===== src/rtl/adc_cap_pkg.sv =====
// Shared types and constants for the ADC capture scheduler.
// No logic; sizes the 3-channel, 4-bank (2048-word) capture window.
// Backpressure: n/a.
package adc_cap_pkg;

    localparam int NUM_CH    = 3;
    localparam int BANK_AW   = 9;
    localparam int NUM_BANKS = 4;
    localparam int WIN_AW    = 11;
    localparam int CNT_W     = 12;
    localparam int DAT_W     = 32;
    localparam int CH_IDX_W  = 2;

    // Channel tag lives in the top two data bits when tagging is built in.
    localparam int TAG_MSB = 31;
    localparam int TAG_LSB = 30;

    localparam logic [CNT_W-1:0] WIN_WORDS = CNT_W'(NUM_BANKS << BANK_AW);

    typedef enum logic [1:0] {
        ST_IDLE    = 2'd0,
        ST_CAPTURE = 2'd1,
        ST_DONE    = 2'd2
    } cap_state_e;

    typedef struct packed {
        logic [NUM_BANKS-1:0] wenb;
        logic [BANK_AW-1:0]   addr;
        logic [DAT_W-1:0]     dat;
    } mem_wr_t;

endpackage


===== src/rtl/adc_cap_rr_arb.sv =====
// Round-robin arbiter over the channel hold buffers, one-hot grant.
// Latency: combinational grant; pointer advances on the clock after a grant.
// Backpressure: none; requests simply wait until they win.
module adc_cap_rr_arb
    import adc_cap_pkg::*;
(
    input  logic                wb_clk_i,
    input  logic                wb_rst_ni,
    input  logic [NUM_CH-1:0]   req,
    output logic [NUM_CH-1:0]   gnt,
    output logic [CH_IDX_W-1:0] gnt_idx,
    output logic                gnt_vld
);

    localparam int CW = CH_IDX_W + 1;

    logic [CH_IDX_W-1:0] ptr_q;
    logic [CW-1:0]       cand;

    // ptr_q holds the highest-priority channel; scan from there with wrap.
    always_comb begin
        gnt     = '0;
        gnt_idx = '0;
        gnt_vld = 1'b0;
        cand    = '0;
        for (int i = 0; i < NUM_CH; i++) begin
            cand = {1'b0, ptr_q} + CW'(i);
            if (cand >= CW'(NUM_CH)) begin
                cand = cand - CW'(NUM_CH);
            end
            if (!gnt_vld && req[cand[CH_IDX_W-1:0]]) begin
                gnt[cand[CH_IDX_W-1:0]] = 1'b1;
                gnt_idx                 = cand[CH_IDX_W-1:0];
                gnt_vld                 = 1'b1;
            end
        end
    end

    always_ff @(posedge wb_clk_i or negedge wb_rst_ni) begin
        if (!wb_rst_ni) begin
            ptr_q <= '0;
        end else if (gnt_vld) begin
            ptr_q <= (gnt_idx == CH_IDX_W'(NUM_CH - 1)) ? '0 : gnt_idx + 1'b1;
        end
    end

endmodule


===== src/rtl/adc_capture_sched.sv =====
// Buffers sinc3 samples per channel and packs them linearly into 4 SRAM banks; ADC_CAP_TAG_EN tags data[31:30].
// Latency: dvalid in cycle n -> bank write strobe in cycle n+2 when uncontested.
// Backpressure: none upstream; a sample arriving on a still-full hold is dropped and flagged in overflow_o.
module adc_capture_sched
    import adc_cap_pkg::*;
(
    input  logic                 wb_clk_i,
    input  logic                 wb_rst_ni,
    input  logic                 start_i,
    input  logic                 abort_i,
    input  logic [NUM_CH-1:0]    ch_en_i,
    input  logic [CNT_W-1:0]     depth_i,
    input  logic [NUM_CH-1:0]    adc_dvalid_i,
    input  logic [DAT_W-1:0]     adc0_dat_i,
    input  logic [DAT_W-1:0]     adc1_dat_i,
    input  logic [DAT_W-1:0]     adc2_dat_i,
    output logic [NUM_BANKS-1:0] mem_wenb_o,
    output logic [BANK_AW-1:0]   mem_waddr_o,
    output logic [DAT_W-1:0]     mem_data_o,
    output logic [3:0]           wmask_o,
    output logic                 busy_o,
    output logic                 done_o,
    output logic [NUM_CH-1:0]    overflow_o,
    output logic [CNT_W-1:0]     wr_count_o
);

    cap_state_e          state_q, state_d;
    logic [NUM_CH-1:0]   ch_en_q;
    logic [NUM_CH-1:0]   hold_vld_q;
    logic [NUM_CH-1:0]   ovf_q;
    logic [NUM_CH-1:0]   req;
    logic [NUM_CH-1:0]   gnt;
    logic [CNT_W-1:0]    depth_q;
    logic [CNT_W-1:0]    wr_count_q;
    logic [DAT_W-1:0]    hold_dat_q [NUM_CH];
    logic [DAT_W-1:0]    adc_dat    [NUM_CH];
    logic [CH_IDX_W-1:0] gnt_idx;
    logic                gnt_vld;
    logic                in_cap;
    logic                start_go;
    logic                last_wr;
    logic [DAT_W-1:0]    wr_dat;
    mem_wr_t             wr_q;

    assign adc_dat[0] = adc0_dat_i;
    assign adc_dat[1] = adc1_dat_i;
    assign adc_dat[2] = adc2_dat_i;

    assign in_cap   = (state_q == ST_CAPTURE);
    assign start_go = start_i && !in_cap;
    // Once the window is full no further grant may consume a hold.
    assign req      = (in_cap && (wr_count_q != depth_q)) ? hold_vld_q : '0;
    assign last_wr  = gnt_vld && ((wr_count_q + 1'b1) == depth_q);

    adc_cap_rr_arb u_arb (
        .wb_clk_i  (wb_clk_i),
        .wb_rst_ni (wb_rst_ni),
        .req       (req),
        .gnt       (gnt),
        .gnt_idx   (gnt_idx),
        .gnt_vld   (gnt_vld)
    );

    always_comb begin
        state_d = state_q;
        unique case (state_q)
            ST_IDLE, ST_DONE: begin
                if (start_i) state_d = ST_CAPTURE;
            end
            ST_CAPTURE: begin
                if (abort_i)      state_d = ST_IDLE;
                else if (last_wr) state_d = ST_DONE;
            end
            default: state_d = ST_IDLE;
        endcase
    end

    always_comb begin
        wr_dat = hold_dat_q[gnt_idx];
`ifdef ADC_CAP_TAG_EN
        wr_dat[TAG_MSB:TAG_LSB] = gnt_idx;
`endif
    end

    always_ff @(posedge wb_clk_i or negedge wb_rst_ni) begin
        if (!wb_rst_ni) begin
            state_q    <= ST_IDLE;
            ch_en_q    <= '0;
            depth_q    <= '0;
            wr_count_q <= '0;
            hold_vld_q <= '0;
            ovf_q      <= '0;
            for (int ch = 0; ch < NUM_CH; ch++) begin
                hold_dat_q[ch] <= '0;
            end
        end else begin
            state_q <= state_d;
            if (start_go) begin
                ch_en_q    <= ch_en_i;
                depth_q    <= (depth_i == '0) ? WIN_WORDS : depth_i;
                wr_count_q <= '0;
                hold_vld_q <= '0;
                ovf_q      <= '0;
            end else begin
                if (gnt_vld) wr_count_q <= wr_count_q + 1'b1;
                // state_d stays CAPTURE here only if state_q already was.
                for (int ch = 0; ch < NUM_CH; ch++) begin
                    if (state_d != ST_CAPTURE) begin
                        hold_vld_q[ch] <= 1'b0;
                    end else if (adc_dvalid_i[ch] && ch_en_q[ch]) begin
                        if (!hold_vld_q[ch] || gnt[ch]) begin
                            hold_vld_q[ch] <= 1'b1;
                            hold_dat_q[ch] <= adc_dat[ch];
                        end else begin
                            ovf_q[ch] <= 1'b1;
                        end
                    end else if (gnt[ch]) begin
                        hold_vld_q[ch] <= 1'b0;
                    end
                end
            end
        end
    end

    // Write stage is independent of the FSM so a granted word always lands.
    always_ff @(posedge wb_clk_i or negedge wb_rst_ni) begin
        if (!wb_rst_ni) begin
            wr_q <= '{wenb: '1, addr: '0, dat: '0};
        end else begin
            wr_q.wenb <= '1;
            if (gnt_vld) begin
                wr_q.wenb <= ~(NUM_BANKS'(1) << wr_count_q[WIN_AW-1:BANK_AW]);
                wr_q.addr <= wr_count_q[BANK_AW-1:0];
                wr_q.dat  <= wr_dat;
            end
        end
    end

    assign mem_wenb_o  = wr_q.wenb;
    assign mem_waddr_o = wr_q.addr;
    assign mem_data_o  = wr_q.dat;
    assign wmask_o     = 4'hF;
    assign busy_o      = in_cap;
    assign done_o      = (state_q == ST_DONE);
    assign overflow_o  = ovf_q;
    assign wr_count_o  = wr_count_q;

endmodule

===== config.mk =====
export PLATFORM = sky130hd
export DESIGN_NAME = adc_capture_sched
export DESIGN_NICKNAME = d
export VERILOG_FILES = /design/src/rtl/adc_cap_pkg.sv /design/src/rtl/adc_cap_rr_arb.sv /design/src/rtl/adc_capture_sched.sv
export SDC_FILE = /design/constraint.sdc
export NUM_CORES = 1
export LEC_CHECK = 0
export ABC_CLOCK_PERIOD_IN_PS = 4600
export CORE_MARGIN = 2
export CORE_UTILIZATION = 35
export DETAILED_ROUTE_END_ITERATION = 7
export PLACE_DENSITY = 0.58
export SKIP_LAST_GASP = 1
export SLEW_MARGIN = 0
export SYNTH_ARGS = -nofsm -noshare
export SYNTH_HDL_FRONTEND = slang
export SYNTH_SLANG_ARGS = --single-unit

===== constraint.sdc =====
create_clock -name wb_clk_i -period 4.6 [get_ports wb_clk_i]
set_input_delay 0.92 -clock wb_clk_i [delete_from_list [all_inputs] [get_ports wb_clk_i]]
set_output_delay 0.92 -clock wb_clk_i [all_outputs]
set_load 0.02 [all_outputs]

=== After elaboration in Yosys (flattened, before gate mapping) ===
Cells that the tools add are included.
W data, S select, Z words.

* Input bits: 118
* Logic and storage cells: 153
* Output and inout bits: 66
* Register bits: 178

* Order comparisons: 10
* Eq/ne operators: 13
* $add $sub $neg: 7
* Bitwise gates (word level): 6
* Shift operators: 1
* Reductions and logical operators: 39
* Mux-type cells: 60

{| class="wikitable"
|+ Operators with widths
! kind !! count
|-
| $bmux W32 S2 || 1
|-
| $mux W32 || 2
|-
| $mux W45 || 1
|-
| $mux W12 || 3
|-
| $mux W1 || 30
|-
| $mux W2 || 10
|-
| $mux W3 || 6
|-
| $add A12 B1 Y12 const B || 1
|-
| $eq A12 B12 Y1 || 1
|-
| $logic_not A12 Y1 || 1
|-
| $ne A12 B12 Y1 || 1
|-
| $ne A4 B3 Y1 const B || 3
|-
| $reduce_and A4 Y1 || 3
|-
| $reduce_bool A4 Y1 || 3
|-
| $logic_and A1 B1 Y1 || 11
|-
| $lt A2 B3 Y1 const B || 3
|-
| $reduce_and A3 Y1 || 3
|-
| $ne A2 B2 Y1 const B || 4
|-
| $reduce_bool A2 Y1 || 4
|-
| $bmux W1 S2 || 3
|-
| $demux W1 S2 || 3
|-
| $ge A2 B1 Y1 const B || 3
|-
| $ge A3 B2 Y1 const B || 2
|-
| $logic_not A1 Y1 || 6
|-
| other kinds (19) || 28
|}

=== Logic depth before layout (Yosys ltp) ===
* Word-level depth: 19
* Depth in mapped cells: 12
* Gate-level depth less buffers: 9

=== Modules after synthesis ===
From an unflattened synthesis, not the netlist that was laid out.

* Cell total of the unflattened synthesis: 713
* Area, all modules: 8504.4 um^2

{| class="wikitable"
|+ By module, submodules not included
! module !! cells each !! area an instance (um^2) !! sequential area each (um^2) !! times used
|-
| adc_capture_sched || 670 || 8147.8 || 4409.2 || 1
|-
| adc_cap_rr_arb || 43 || 356.6 || 50.0 || 1
|}

=== Least setup slack after synthesis ===
No wires, ideal clock.

* Path kind: register to register
* From: register wr_count_q[0], in the netlist wr_count_o[0]
* To: register hold_dat_q[10] (netlist name)
* Library setup time: 0.125 ns
* Slack: 1.872 ns
* Clock period less this slack: 2.728 ns
* Cell stages (with the launch flop): 10
* Path buffers: 1
* Arrival: 2.603 ns
* Cells stage by stage: dfrtp_1 -> ha_1 -> and4_1 -> a21boi_1 -> or3_1 -> a21boi_1 -> o2111ai_4 -> nand3_4 -> buf_12 -> mux2_4

* Word-level cells in the longest chain between the ends: 19
* Elaborated cells on any way between the ends: 31
* Classes of those cells: add/sub: 1; eq/ne: 3; mux: 16; bitwise: 3; reduce/logical: 8

{| class="wikitable"
|+ Ends and longest elaborated chain
! element !! RTL line !! text
|-
| start, declared || adc_capture_sched.sv:34 || <nowiki>logic [CNT_W-1:0] wr_count_q;</nowiki>
|-
| start signal, assigned || adc_capture_sched.sv:105 || <nowiki>if (gnt_vld) wr_count_q <= wr_count_q + 1'b1;</nowiki>
|-
| $ne A12 B12 Y1 || adc_capture_sched.sv:52 || <nowiki>assign req = (in_cap && (wr_count_q != depth_q)) ? hold_vld_q : '0;</nowiki>
|-
| $logic_and A1 B1 Y1 || adc_capture_sched.sv:52 ||
|-
| $mux W3 || adc_capture_sched.sv:52 ||
|-
| $bmux W1 S2 || adc_cap_rr_arb.sv:31 || <nowiki>if (!gnt_vld && req[cand[CH_IDX_W-1:0]]) begin</nowiki>
|-
| $mux W1 (not written as such) || adc_cap_rr_arb.sv:31 ||
|-
| $mux W1 || adc_cap_rr_arb.sv:31 ||
|-
| $logic_not A1 Y1 || adc_cap_rr_arb.sv:31 ||
|-
| $logic_and A1 B1 Y1 || adc_cap_rr_arb.sv:31 ||
|-
| (+3 left out) || - ||
|-
| $mux W1 || adc_cap_rr_arb.sv:31 ||
|-
| $logic_and A1 B1 Y1 || adc_capture_sched.sv:53 || <nowiki>assign last_wr = gnt_vld && ((wr_count_q + 1'b1) == depth_q);</nowiki>
|-
| $mux W2 || adc_capture_sched.sv:72 || <nowiki>else if (last_wr) state_d = ST_DONE;</nowiki>
|-
| $mux W2 || adc_capture_sched.sv:71 || <nowiki>if (abort_i) state_d = ST_IDLE;</nowiki>
|-
| $pmux W2 S2 || adc_capture_sched.sv:66 || <nowiki>unique case (state_q)</nowiki>
|-
| $ne A2 B1 Y1 || adc_capture_sched.sv:108 || <nowiki>if (state_d != ST_CAPTURE) begin</nowiki>
|-
| $not A1 Y1 (no line) || - ||
|-
| $reduce_and A4 Y1 (no line) (*) || - ||
|-
| end signal, assigned by index || adc_capture_sched.sv:113 || <nowiki>hold_dat_q[ch] <= adc_dat[ch];</nowiki>
|-
| end, declared || adc_capture_sched.sv:35 || <nowiki>logic [DAT_W-1:0] hold_dat_q [NUM_CH];</nowiki>
|}

Mark *: on every way between the ends. The rest lies on a longest branch, timed or not. The select of a mux whose other input is x is not followed.
A chain may end at the register's enable or synchronous reset.

=== Final worst setup path ===
* From: register u_arb.ptr_q[0]
* To: register hold_dat_q[52] (netlist name)

* Word-level cells in the longest chain between the ends: 18
* Elaborated cells on any way between the ends: 52
* Classes of those cells: add/sub: 5; order compare: 9; eq/ne: 1; mux: 24; bitwise: 3; reduce/logical: 10

{| class="wikitable"
|+ Ends and longest elaborated chain
! element !! RTL line !! text
|-
| start, declared || adc_cap_rr_arb.sv:17 || <nowiki>logic [CH_IDX_W-1:0] ptr_q;</nowiki>
|-
| start signal, assigned || adc_cap_rr_arb.sv:43 || <nowiki>ptr_q <= (gnt_idx == CH_IDX_W'(NUM_CH - 1)) ? '0 : gnt_idx + 1'b1;</nowiki>
|-
| parallel branches: the longest is 17 deep, another holds $add A2 B1 Y3 || - ||
|-
| $reduce_and A4 Y1 (no line) (*) || - ||
|}

Mark *: on every way between the ends. The select of a mux whose other input is x is not followed.

==> summary.md <==
| Metric | Value |
|---|---|
| Status | `complete, no violations` |
| Adder-Cell Fraction of Synth Area | `0.843%` |
| CP Data Required Time | `4910 ps` |
| Commonest non-fill, non-tap cells in the layout | `clkdlybuf4s50_1 (178), dfrtp_1 (174), nand2_1 (114)` |
| Largest family of logic cells by synthesized area | `multiplexers` |
| CP dominant cell by count | `o21ai_0` |
| Synth top area cells | `dfrtp_1 (51%), mux2_4 (10%), nand2_1 (5.0%)` |
| FMAX | `296 MHz` |
| DRT iter0 DRCs | `369` |
| Synth Area in XOR/XNOR | `under 10%` |
| YS warnings | `0` |
| Flops & latches, synth | `roughly 180` |
| Crit path cell chain | `inv_1 -> ha_1 -> and4bb_2 -> o21ai_0 -> nand2_1 -> a21oi_1 -> o21ai_0 -> nand3_4 -> mux2_1` |
| Starting Density | `between 30% and 40%` |
| Clk root buf | `clkbuf_16` |
| Total wire length | `21400 µm` |
| Total grt overflow | `0` |
| # setup viols final | `0` |
| Post-synthesis cell count | `709` |
| I/O Buffers | `~180` |
| Routability cong. | `approximately 0.85` |
| I/O pin count | `184` |
| Hold Path Stages | `2` |
| Setup bufs post-CTS | `0` |
| Maxcap violations | `0` |
| Power, Total | `6030 µW` |
| Critical Path AT | `3690 ps` |
| Hold path endpoint | `mem_waddr_o[7]` |
| Hold Path Class | `flop to flop` |
| Fin nets | `991` |
| Reg2reg setup slack | `1230 ps` |
| Largest net degree at the start of global routing | `98` |
| Post-synthesis mux area share | `between 20% and 30%` |
| Worst-Skew Late Latency | `430 ps` |
| Clock sink total | `178` |
| Tot GR Track Use | `17.0%` |
| Area leader, netlist | `dfrtp_1` |
| RSZ-0062 raised after global routing | `no` |
| Initial DRT Pass Iterations | `5` |
| Die W | `161 µm` |
| Final worst setup slack | `1230 ps` |
| Setup TNS | `0 ps` |
| Core area | `about 24000 µm²` |
| Min Tclk post-route | `3370 ps` |
| Pre-CTS setup slack | `1230 ps` |
| Vias per std cell | `a little under 5` |
| Max Slew Vio Count | `0` |
| Ys flop type | `dfrtp_1` |
| Synth Area in Compound Gates | `7.69%` |
| Initial antenna violation count | `3` |
| Dpl hpwl | `14700 µm` |
| Share of cells above drive strength 1 | `16.5%` |
| Worst R2R End | `hold_dat_q[52]` |
| Synth unique cells | `63` |
| Rows | `57` |
| Worst path slowest cell | `nand3_4` |
| Clock Tree Buf Depth | `2` |
| CP peak stage delay | `600 ps` |
| Mapped Avg Cell Area | `12.1 µm²` |
| Crit-path max FO | `32` |
| Setup Skew | `around 12 ps` |
| Hold_buf cts | `0` |
| Die area | `25900 µm²` |
| CTS HTree Levels | `4` |
| Vias in the first global route | `6121` |
| Critical Path Sink Type | `flop` |
| Area Growth Syn to Fin | `29.8%` |
| Top delay family on crit path | `simple AND/OR/NAND/NOR gates` |
| Reg2reg path depth | `9` |
| Register area share after synthesis | `51.8%` |
| CP startpoint kind | `flop` |
| Final Hold Fails | `0` |
| Post-synth EDFFs | `0` |
| First-pass GRT wire length | `34000 µm` |
| Worst-Margin Slew | `1010 ps` |
| Pwr Density | `540 nW/µm²` |
| Via count | `~5900` |
| CTS tree | `done` |
| Yosys top cell area share | `a little over 50%` |
| WP buf/inv | `1` |
| Most common cell after layout, fill and taps aside | `clkdlybuf4s50_1` |
| Worst r2r src | `u_arb.ptr_q[0]` |
| CTS Buf Count | `17` |
| Hold Slack | `roughly 480 ps` |
| Die Y | `around 160 µm` |
| Final worst path period share | `73.4%` |
| Post_cts resized | `0` |
| Worst-path clk slew | `70 ps` |
| Netlist Area Pre-Place | `8600 µm²` |
| Antenna-violating nets left | `0` |
| Residual DRC | `0` |
| VDD IR-drop max | `0.246 mV` |
| Crit Path Class | `flop to flop` |
| Hold path startpoint | `mem_waddr_o[7]` |
| Drt wl/cell | `17.8 µm` |
| # fillers | `2281` |
| Pleak | `0.00486 µW` |
| Worst relative slew slack | `~33%` |
| Area share of and/or/nand/nor cells after synthesis | `between 10% and 20%` |
| Fraction of registers with async set/reset | `100%` |
metrics by stage:
| stage | area, µm² | std cells | utilization, % |
|---|---|---|---|
| floorplan | 8620 | 712 | - |
| global placement | 10500 | 1173 | 43.4 |
| detailed placement | 10500 | 1173 | 43.4 |
| CTS | 11200 | 1204 | 46.0 |
| global route | 11200 | 1204 | 46.0 |
| finish | 11200 | 1207 | 46.0 |
flip-flops by register name, summed over array words and instances (netlist names), 4 cells and up:
register	count
depth_q	12
hold_dat_q	96
wr_count_o	12
mem_data_o	32
mem_wenb_o	4
mem_waddr_o	9
routing by layer:
layer  share of wire [%]  wire length [µm]  track usage, %
met1                  45              9540            21.9
met2                  48             10200            28.2
met3                 6.6              1420            5.32
met4                 1.1               229            4.10
met5                   0                 0               0
worst min-delay path: stages, from the launching register on:
cell,delay [ps]
dfrtp_1,340
nand2_1,50
nand2_1,50
cell usage after synthesis, types with 7 or more instances:
master    number
nand2_1      115
mux2i_1       33
buf_4          8
o21ai_0       45
nand3_1        7
xnor2_1       20
mux2_2        23
xor2_1         7
a21oi_1       11
nor2_1        21
clkbuf_1      20
nand2b_1       9
a22oi_1       16
nand4_1        7
mux2_4        60
buf_2         11
mux2_1        30
dfrtp_1      174
cell type report:
class / count / area [µm²] / area share [%]
antenna: 3 / 7.51 / 0.0672
clock buffer: 20 / 457 / 4.09
clock inverter: 11 / 168 / 1.50
inverter: 6 / 22.5 / 0.202
multi-input combinational: 478 / 3780 / 33.9
sequential: 178 / 4460 / 39.9
tap: 324 / 405 / 3.63
timing repair buffer: 187 / 1870 / 16.7
report_power, final:
| part | leakage (µW) | internal [µW] | switching, µW |
|---|---|---|---|
| sequential | 0.00223 | 2180 | 377 |
| clock | 0.000307 | 900 | 649 |
| combinational | 0.00232 | 1110 | 819 |
worst max path at each step:
| stage | start | endpoint | slack, ps | depth (start not counted) |
|---|---|---|---|---|
| after detailed placement | u_arb.ptr_q[0] | hold_dat_q[52] | 1230 | 9 |
| after global routing | u_arb.ptr_q[0] | mem_data_o[16] | 970 | 9 |
| final | u_arb.ptr_q[0] | hold_dat_q[52] | 1230 | 9 |
| after floorplan | wr_count_o[0] | hold_dat_q[10] | 1870 | 9 |
| after CTS | u_arb.ptr_q[0] | hold_dat_q[59] | 1210 | 9 |
| after global placement | u_arb.ptr_q[0] | hold_dat_q[80] | 1280 | 9 |
kinds of logic (layout without fill, tap and decap cells):
group                    Yosys count  after routing
AND/OR/NAND/NOR                  193            193
flip-flops                       178            178
multiplexers                     146            146
AO/OA/AOI/OAI                    102            102
buffers and inverters             56            224
XOR/XNOR                          27             27
adder cells (fa/ha/maj)            6              6
other                              1              7
No activity file was read; power rests on OpenSTA's default activity.
